## src/rtl/litedram_native_pkg.sv

```systemverilog
// litedram_native_pkg: shared defaults and FSM state encoding for the native reader
package litedram_native_pkg;
    localparam int ADDR_W_DEF = 24;
    localparam int DATA_W_DEF = 256;
    localparam int LEN_W_DEF  = 16;
    localparam int DEPTH_DEF  = 8;
    typedef enum logic [1:0] {IDLE, ISSUE, DRAIN} state_t;
endpackage

```

## src/rtl/native_reader_fifo.sv

```systemverilog
// native_reader_fifo: registered sync FIFO holding {last,data} words with occupancy count
module native_reader_fifo #(
    parameter int W     = 257,
    parameter int DEPTH = 8,
    localparam int AW   = $clog2(DEPTH)
) (
    input  logic          user_clk,
    input  logic          user_rst,
    input  logic          push,
    input  logic [W-1:0]  wdata,
    input  logic          pop,
    output logic [W-1:0]  rdata,
    output logic [AW:0]   count,
    output logic          empty
);
    logic [W-1:0]  mem [DEPTH];
    logic [AW-1:0] wr_ptr;
    logic [AW-1:0] rd_ptr;
    assign rdata = mem[rd_ptr];
    assign empty = count == '0;
    // storage array; contents are only meaningful while count is nonzero
    always_ff @(posedge user_clk)
        if (push) mem[wr_ptr] <= wdata;
    // pointers wrap naturally because DEPTH is a power of two
    always_ff @(posedge user_clk)
        if (user_rst) begin
            wr_ptr <= '0;
            rd_ptr <= '0;
            count  <= '0;
        end else begin
            if (push) wr_ptr <= wr_ptr + AW'(1);
            if (pop) rd_ptr <= rd_ptr + AW'(1);
            count <= count + (AW+1)'(push) - (AW+1)'(pop);
        end
endmodule

```

## src/rtl/litedram_native_reader.sv

```systemverilog
// litedram_native_reader: credit-limited read master streaming native-port data in request order
module litedram_native_reader
    import litedram_native_pkg::*;
#(
    parameter int ADDR_W = ADDR_W_DEF,
    parameter int DATA_W = DATA_W_DEF,
    parameter int LEN_W  = LEN_W_DEF,
    parameter int DEPTH  = DEPTH_DEF
) (
    input  logic              user_clk,
    input  logic              user_rst,
    input  logic              req_valid,
    output logic              req_ready,
    input  logic [ADDR_W-1:0] req_addr,
    input  logic [LEN_W-1:0]  req_len,
    output logic              cmd_valid,
    input  logic              cmd_ready,
    output logic              cmd_we,
    output logic [ADDR_W-1:0] cmd_addr,
    input  logic              rdata_valid,
    output logic              rdata_ready,
    input  logic [DATA_W-1:0] rdata_data,
    output logic              out_valid,
    input  logic              out_ready,
    output logic [DATA_W-1:0] out_data,
    output logic              out_last,
    output logic              busy,
    output logic              done
);
    localparam int CW = $clog2(DEPTH) + 1;
    state_t            state;
    logic [ADDR_W-1:0] addr;
    logic [LEN_W-1:0]  len;
    logic [LEN_W-1:0]  issued;
    logic [LEN_W-1:0]  received;
    logic [CW-1:0]     inflight;
    logic [CW-1:0]     count;
    logic [DATA_W:0]   head;
    logic              empty;
    logic              credit_ok;
    logic              cmd_fire;
    logic              rd_fire;
    logic              out_fire;
    assign busy        = state != IDLE;
    assign req_ready   = state == IDLE;
    assign rdata_ready = busy;
    assign cmd_we      = 1'b0;
    assign cmd_addr    = addr;
    assign credit_ok   = ({1'b0, inflight} + {1'b0, count}) < (CW+1)'(DEPTH);
    assign cmd_valid   = state == ISSUE && credit_ok;
    assign cmd_fire    = cmd_valid & cmd_ready;
    assign rd_fire     = rdata_valid & rdata_ready;
    assign out_valid   = !empty;
    assign out_data    = head[DATA_W-1:0];
    assign out_last    = head[DATA_W] & !empty;
    assign out_fire    = out_valid & out_ready;
    native_reader_fifo #(.W(DATA_W + 1), .DEPTH(DEPTH)) u_fifo (
        .user_clk (user_clk),
        .user_rst (user_rst),
        .push     (rd_fire),
        .wdata    ({received == len - LEN_W'(1), rdata_data}),
        .pop      (out_fire),
        .rdata    (head),
        .count    (count),
        .empty    (empty)
    );
    // request FSM with address, issue/receive counters and reserved-slot tracking
    always_ff @(posedge user_clk)
        if (user_rst) begin
            state    <= IDLE;
            addr     <= '0;
            len      <= '0;
            issued   <= '0;
            received <= '0;
            inflight <= '0;
            done     <= 1'b0;
        end else begin
            done     <= 1'b0;
            inflight <= inflight + CW'(cmd_fire) - CW'(rd_fire);
            if (rd_fire) received <= received + LEN_W'(1);
            case (state)
                IDLE:
                    if (req_valid) begin
                        if (req_len != '0) begin
                            state    <= ISSUE;
                            addr     <= req_addr;
                            len      <= req_len;
                            issued   <= '0;
                            received <= '0;
                        end else begin
                            done <= 1'b1;
                        end
                    end
                ISSUE:
                    if (cmd_fire) begin
                        addr   <= addr + ADDR_W'(1);
                        issued <= issued + LEN_W'(1);
                        if (issued == len - LEN_W'(1)) state <= DRAIN;
                    end
                DRAIN:
                    if (out_fire && out_last) begin
                        state <= IDLE;
                        done  <= 1'b1;
                    end
                default: state <= IDLE;
            endcase
        end
endmodule

```

## config.mk

```make
export PLATFORM = sky130hd
export DESIGN_NAME = litedram_native_reader
export DESIGN_NICKNAME = d
export VERILOG_FILES = /design/src/rtl/litedram_native_pkg.sv /design/src/rtl/native_reader_fifo.sv /design/src/rtl/litedram_native_reader.sv
export SDC_FILE = /design/constraint.sdc
export NUM_CORES = 2
export LEC_CHECK = 0
export ABC_CLOCK_PERIOD_IN_PS = 44400
export CAP_MARGIN = 20
export CORE_AREA = 2 2 577 579
export DETAILED_ROUTE_END_ITERATION = 12
export DIE_AREA = 0 0 579 581
export PLACE_DENSITY = 0.37
export SKIP_CTS_REPAIR_TIMING = 1
export SLEW_MARGIN = 20
export SYNTH_ARGS = -nofsm -noshare
export SYNTH_HDL_FRONTEND = slang
export SYNTH_SLANG_ARGS = --single-unit
```

## constraint.sdc

```tcl
create_clock -name user_clk -period 44.4 [get_ports user_clk]
set_input_delay 4.44 -clock user_clk [delete_from_list [all_inputs] [get_ports user_clk]]
set_output_delay 4.44 -clock user_clk [all_outputs]
set_load 0.005 [all_outputs]
```

[Yosys cells after proc, flatten, opt, wreduce, memory -nomap -nowiden]
Memories as Yosys holds them, arrays and structs flattened. A register that Yosys moved wholly into a read port is not among the register bits.
Cells that the tools add are included.
Word-level totals
  logic and storage cells: 73
  bits of input ports: 302
  flip-flop bits (word level): 89
  memories: 1
  memory bits (writable): 2056
  output and inout bits: 288
Cells by class
  eq/ne operators: 9
  reductions and logical operators: 11
  add/subtract/negate cells: 11
  muxes and demuxes: 26
  bitwise operators: 4
  magnitude comparators: 1
Memory list
  u_fifo.mem: depth 8, width 257, read ports 1, clocked after Yosys merged registers in 1, wr ports 1, RTL line native_reader_fifo.sv:16  | logic [W-1:0] mem [DEPTH];
Operators by type and width (count)
  two-way mux 16 bit: 7
  two-way mux 24 bit: 3
  one-hot mux 24 bit (2 select lines): 1
  adder 16 x 1 -> 16 bit, second input constant: 2
  equality test 16 bit: 2
  one-hot mux 16 bit (2 select lines): 1
  adder 24 x 1 -> 24 bit, second input constant: 1
  nonzero test 16 bit: 1
  subtractor 16 x 1 -> 16 bit, second input constant: 1
  two-way mux 2 bit: 5
  adder 4 x 1 -> 4 bit: 2
  subtractor 4 x 1 -> 4 bit: 2
  adder 3 x 1 -> 3 bit, second input constant: 2
  two-way mux 3 bit: 2
  inequality test 2 bit, second input constant: 3
  one-hot mux 2 bit (3 select lines): 1
  adder 4 x 4 -> 5 bit: 1
  less-than comparator 5 x 4 -> 1 bit, second input constant: 1
  two-way mux 1 bit: 5
  AND reduction 5 bit: 1
  bitwise AND 1 bit: 4
  logical NOT 4 bit: 1
  inequality test 2 x 1 -> 1 bit, second input constant: 2
  AND reduction 4 bit: 1
  other kinds (8): 10

[Logic depth before layout (Yosys ltp)]
  depth in word-level cells: 6
  mapped depth: 12
  gate-level depth less buffers: 12

[Cells and area by module]
Synthesis repeated with hierarchy kept, for this count alone.
Unflattened totals
  cell total of the unflattened synthesis: 3653
  area, all modules: 82580.5 um2
By module, submodules not included
  native_reader_fifo: seq. area each 61999.5 um2, cells an instance 3038, times used 1, area an instance 77753.3 um2
  litedram_native_reader: seq. area each 1581.5 um2, cells an instance 615, times used 1, area an instance 4827.1 um2

[Worst setup path before layout]
No wires, ideal clock.
  path kind: input to register
  start point: input rdata_valid
  end point: memory u_fifo.mem[2][0] (enable)
  path slack: 12.113 ns
  buffers on the path: 0
  setup time: 1.592 ns
  data required time: 42.808 ns
  data arrival time: 30.695 ns
  stages: 2
  cells stage by stage: o21ai_1 > nor4b_1
On the way
  longest elaborated chain between the ends: 3
Ends and longest elaborated chain
  start, declared: RTL line litedram_native_reader.sv:20  | input logic rdata_valid,
  bitwise AND 1 bit: RTL line litedram_native_reader.sv:52  | assign rd_fire = rdata_valid & rdata_ready;
  two-way mux 1 bit: RTL line native_reader_fifo.sv:23  | if (push) mem[wr_ptr] <= wdata;
  two-way mux 1 bit (not written as such): RTL line native_reader_fifo.sv:23
  end, declared: RTL line native_reader_fifo.sv:16
No other way between the ends.

==> Implementation_results.wiki <==
{| class="wikitable"
! Metric !! Value
|-
| Outcome || completed
|-
| Worst path buffer plus inverter count || 5
|-
| Warnings from Yosys || 0
|-
| Worst skew pair latency || 0.87 ns
|-
| List of most frequent post-synthesis cells || sky130_fd_sc_hd__edfxtp_1, sky130_fd_sc_hd__mux4_2, sky130_fd_sc_hd__mux2_2, sky130_fd_sc_hd__clkbuf_1, sky130_fd_sc_hd__dfxtp_1
|-
| Hold Vio Cnt, Final || 0
|-
| Pre-CTS WS || 34.45 ns
|-
| Logic pwr share || between 10% and 20%
|-
| Startpoint types || flip-flop
|-
| Share of the synthesized area in compound gates (AO/OA/AOI/OAI) || 0.997%
|-
| Clock slew seen by the registers of the worst setup and hold paths || 0.05 ns
|-
| Cell at the slowest stage of the critical path || sky130_fd_sc_hd__buf_4
|-
| Portion of the clock cycle consumed by the worst path in the final layout || roughly a quarter
|-
| Root buffer cell || sky130_fd_sc_hd__clkbuf_16
|-
| DR vias || about 40k
|-
| Proportion of synthesized area in mux cells || between 10% and 20%
|-
| Power share of the clock group || 38.8%
|-
| Starting utilization of the core area || approximately a quarter
|-
| PD cells || 52.5 mW/mm²
|-
| XOR/XNOR Fraction of Synth Area || less than 1%
|-
| Share of final-layout standard cells stronger than drive strength 1 || 26.7%
|-
| Floorplan die area || 0.336 mm²
|-
| Endpoint of the worst register-to-register path || u_fifo.mem[7][183]
|-
| Overflow after GRT || 0
|-
| Sequential group share of total power || between 40% and 50%
|-
| Depth of the most critical reg-to-reg path || 9
|-
| Routability congestion estimate || roughly 0.72
|-
| Combinational family with the most area after synthesis || multiplexers
|-
| Min Clock Period, post-route || about 10 ns
|-
| Fraction of synthesis flops using an asynchronous set or reset pin || 0%
|-
| Post-Syn Instances || between 3k and 4k
|-
| Max-cap viol count || 0
|-
| DP Wirelength || 127,000 µm
|-
| NetSw || ~1.3 mW
|-
| Via-per-instance ratio || between 4 and 5
|-
| Initial detailed-routing violation count || ~2.3k
|-
| Most used cell, CP || sky130_fd_sc_hd__buf_4
|-
| Post-DRT Antenna Nets || 0
|-
| Worst Path Required || 39.96 ns
|-
| Crit path arrival time || roughly 6 ns
|-
| Mean routed wirelength per cell || about 25 µm
|-
| Worst-case vdd ir drop || 0.0000289 V
|-
| TritonCTS clock tree || done
|-
| Post-synthesis sequential area ratio || 77.3%
|-
| Leakage power total || just over 30 nW
|-
| Path type of the worst setup path || reg -> out
|-
| Reg-to-reg startpoint || state[0]
|-
| Net Count, Synth || 3,988
|-
| # setup viols final || 0
|-
| R2R setup slack || about 39 ns
|-
| Pin slew with the least headroom to its limit || ~1.1 ns
|-
| Leading area contributor after synthesis || sky130_fd_sc_hd__edfxtp_1
|-
| Primary flip-flop cell chosen by synthesis mapping || sky130_fd_sc_hd__edfxtp_1
|-
| Number of DRC violations after detailed routing || 0
|-
| Number of buffers on the longest clock path || 4
|-
| Final clock skew || a little under 0.04 ns
|-
| Global Route met3 Usage || under 10%
|-
| H-Tree Level Count || 5
|-
| Net count of the finished layout || around 4.7k
|-
| Top Ports || just under 600
|-
| Share of the synthesized area in the top cell type || approximately three quarters
|-
| Number of antenna violations at the first check in global routing || between 60 and 70
|-
| Internal power consumption || 4.03 mW
|-
| Met1 usage in global routing || between 10% and 20%
|-
| Unrepaired setup endpoints after global routing || no
|-
| Global-route wire length before repair || approximately 320,000 µm
|-
| Final cell count without fillers || ~9.0k
|-
| Average instance area after synthesis || roughly 22 µm²
|-
| Family with the most delay on the worst path || buffers and inverters
|-
| Max frequency || about 96 MHz
|-
| Setup crit end || out_data[86]
|-
| Post-synthesis sequential element count || between 2k and 2.5k
|-
| Layout overhead on the synthesized area || 24.0%
|-
| Total of buffers placed on input and output ports || a little under 600
|-
| Met2 usage in global routing || a little over a fifth
|-
| Smallest hold slack || around 0.48 ns
|-
| Cell area after synthesis || around 0.082 mm²
|-
| Remaining max-slew budget at the tightest pin || a little over a quarter
|-
| Vertical extent of the die || 581 µm
|-
| Setup tns final || 0 ns
|-
| Placement row count || roughly 210
|-
| Number of buffers inserted during clock tree synthesis || between 200 and 300
|-
| Net switching share of the total power || 24.7%
|-
| Floorplan die width || between 500 and 600 µm
|-
| Longest individual stage delay on the worst path || 0.87 ns
|-
| Critical-path cell list || buf_4, buf_4, buf_4, buf_4, mux4_2, mux2_2, clkdlybuf4s50_1
|-
| Stages on the worst setup path || 7
|-
| Final std cell area, no fill || 0.102 mm²
|-
| First-pass iteration count of the detailed router || 5
|-
| Number of global-route vias before repair || approximately 42k
|-
| Type of destination of the critical path || primary output
|-
| Startpoint of the worst hold path || u_fifo.rd_ptr[1]
|-
| Largest net degree at the start of global routing || about 110
|-
| Routing layer with the top usage in global route || met2
|-
| Global router's overall resource usage || between 10% and 20%
|-
| Maximum fanout encountered on the critical timing path || 45
|-
| Final cell utilization of the core || approximately 31%
|-
| Worst-case setup margin in the final layout || ~34 ns
|-
| Synthesized-area fraction occupied by and/or/nand/nor cells || 1.86%
|-
| Final Power || approximately 5.4 mW
|-
| Unique masters post-synth || 65
|-
| Area of the placeable core || ~0.33 mm²
|-
| Number of enable-type register cells in the synthesized netlist || 2,056
|-
| Post-Place Cells || about 8.5k
|-
| Adder and majority cell fraction of the synthesized area || less than 1%
|-
| TritonCTS Sinks || roughly 2.1k
|-
| Cell Area, Placed || between 0.09 and 0.1 mm²
|-
| Cell with the most instances after synthesis || sky130_fd_sc_hd__edfxtp_1
|-
| Final number of max-transition violations || 0
|-
| Type of the tightest min-delay check || reg -> reg
|-
| Area contributors post-synth || sky130_fd_sc_hd__edfxtp_1, sky130_fd_sc_hd__mux4_2, sky130_fd_sc_hd__mux2_2
|-
| Drt total wl || around 220,000 µm
|}
==> layout make-up <==
class,instances,area [µm²]
antenna,8,20.0
clock buffer,338,6990
clock inverter,133,1310
fill,31600,228000
inverter,29,109
multi-input combinational,1305,17900
sequential,2148,63600
tap,4366,5460
timing repair buffer,672,6630
==> metal layers <==
metal | wire, µm | up-vias
met5 | 446 | -
met2 | 105000 | 912
met4 | 4140 | 68
met1 | 98200 | 21200
met3 | 15900 | 367
li1 | - | 16900
==> how the worst min path moves through the flow <==
| stage | end | slack (ns) | depth (start not counted) |
|---|---|---|---|
| after floorplan | flip-flop | 0.45 | 2 |
| after global placement | flip-flop | 0.47 | 2 |
| after detailed placement | flip-flop | 0.47 | 2 |
| after CTS | flip-flop | 0.48 | 2 |
| after global routing | flip-flop | 0.50 | 2 |
| final | flip-flop | 0.48 | 2 |
==> power groups by stage <==
stage | combinational, mW | sequential [mW] | clock (mW)
5_1_grt | 1.10 | 2.27 | 2.24
2_1_floorplan | 0.600 | 2.30 | 0
6_report | 1.01 | 2.27 | 2.08
3_3_place_gp | 1.05 | 2.31 | 0
4_1_cts | 1.05 | 2.27 | 2.16
3_5_place_dp | 1.05 | 2.31 | 0
==> flip-flops by register name (all words and copies together), names as in the netlist, named ones only <==
name / count
u_fifo.rd_ptr: 3
issued: 16
done: 1
u_fifo.count: 4
state: 2
u_fifo.mem: 2056
inflight: 4
cmd_addr: 24
u_fifo.wr_ptr: 3
len: 16
received: 16
==> worst min-delay path: stages, from the launching register on <==
cell and delay [ns]:
sky130_fd_sc_hd__dfxtp_1 0.31, sky130_fd_sc_hd__nand2_1 0.05, sky130_fd_sc_hd__a21oi_1 0.07
==> cell usage in the layout (no fill, tap or decap), types with 10 or more instances in the layout <==
master / synthesis / routed
sky130_fd_sc_hd__edfxtp_1: 2056 / 2056
sky130_fd_sc_hd__clkdlybuf4s50_1: 0 / 587
sky130_fd_sc_hd__mux4_2: 514 / 514
sky130_fd_sc_hd__clkbuf_16: 0 / 268
sky130_fd_sc_hd__mux2_2: 257 / 257
sky130_fd_sc_hd__dfxtp_1: 92 / 89
sky130_fd_sc_hd__nand2_1: 84 / 83
sky130_fd_sc_hd__buf_4: 2 / 74
sky130_fd_sc_hd__nor2_1: 71 / 69
sky130_fd_sc_hd__clkbuf_1: 121 / 68
sky130_fd_sc_hd__clkinv_1: 1 / 55
sky130_fd_sc_hd__a21oi_1: 53 / 52
sky130_fd_sc_hd__xnor2_1: 38 / 38
sky130_fd_sc_hd__xor2_1: 37 / 37
sky130_fd_sc_hd__clkinv_2: 0 / 32
sky130_fd_sc_hd__inv_1: 28 / 28
sky130_fd_sc_hd__o21ai_0: 24 / 24
sky130_fd_sc_hd__nand4_1: 23 / 23
sky130_fd_sc_hd__nor3_1: 24 / 21
sky130_fd_sc_hd__nand3_1: 21 / 21
sky130_fd_sc_hd__bufinv_16: 0 / 19
sky130_fd_sc_hd__ha_1: 18 / 18
sky130_fd_sc_hd__inv_6: 0 / 12
sky130_fd_sc_hd__nor4_1: 11 / 10
==> kinds of logic after synthesis <==
| kind of cell | Yosys count |
|---|---|
| xor+xnor | 77 |
| flops | 2148 |
| buf+inv | 213 |
| other cells | 1 |
| simple gates | 302 |
| fa+ha+maj | 20 |
| mux | 774 |
| compound gates | 131 |
Power figures use the tool's default switching activity.
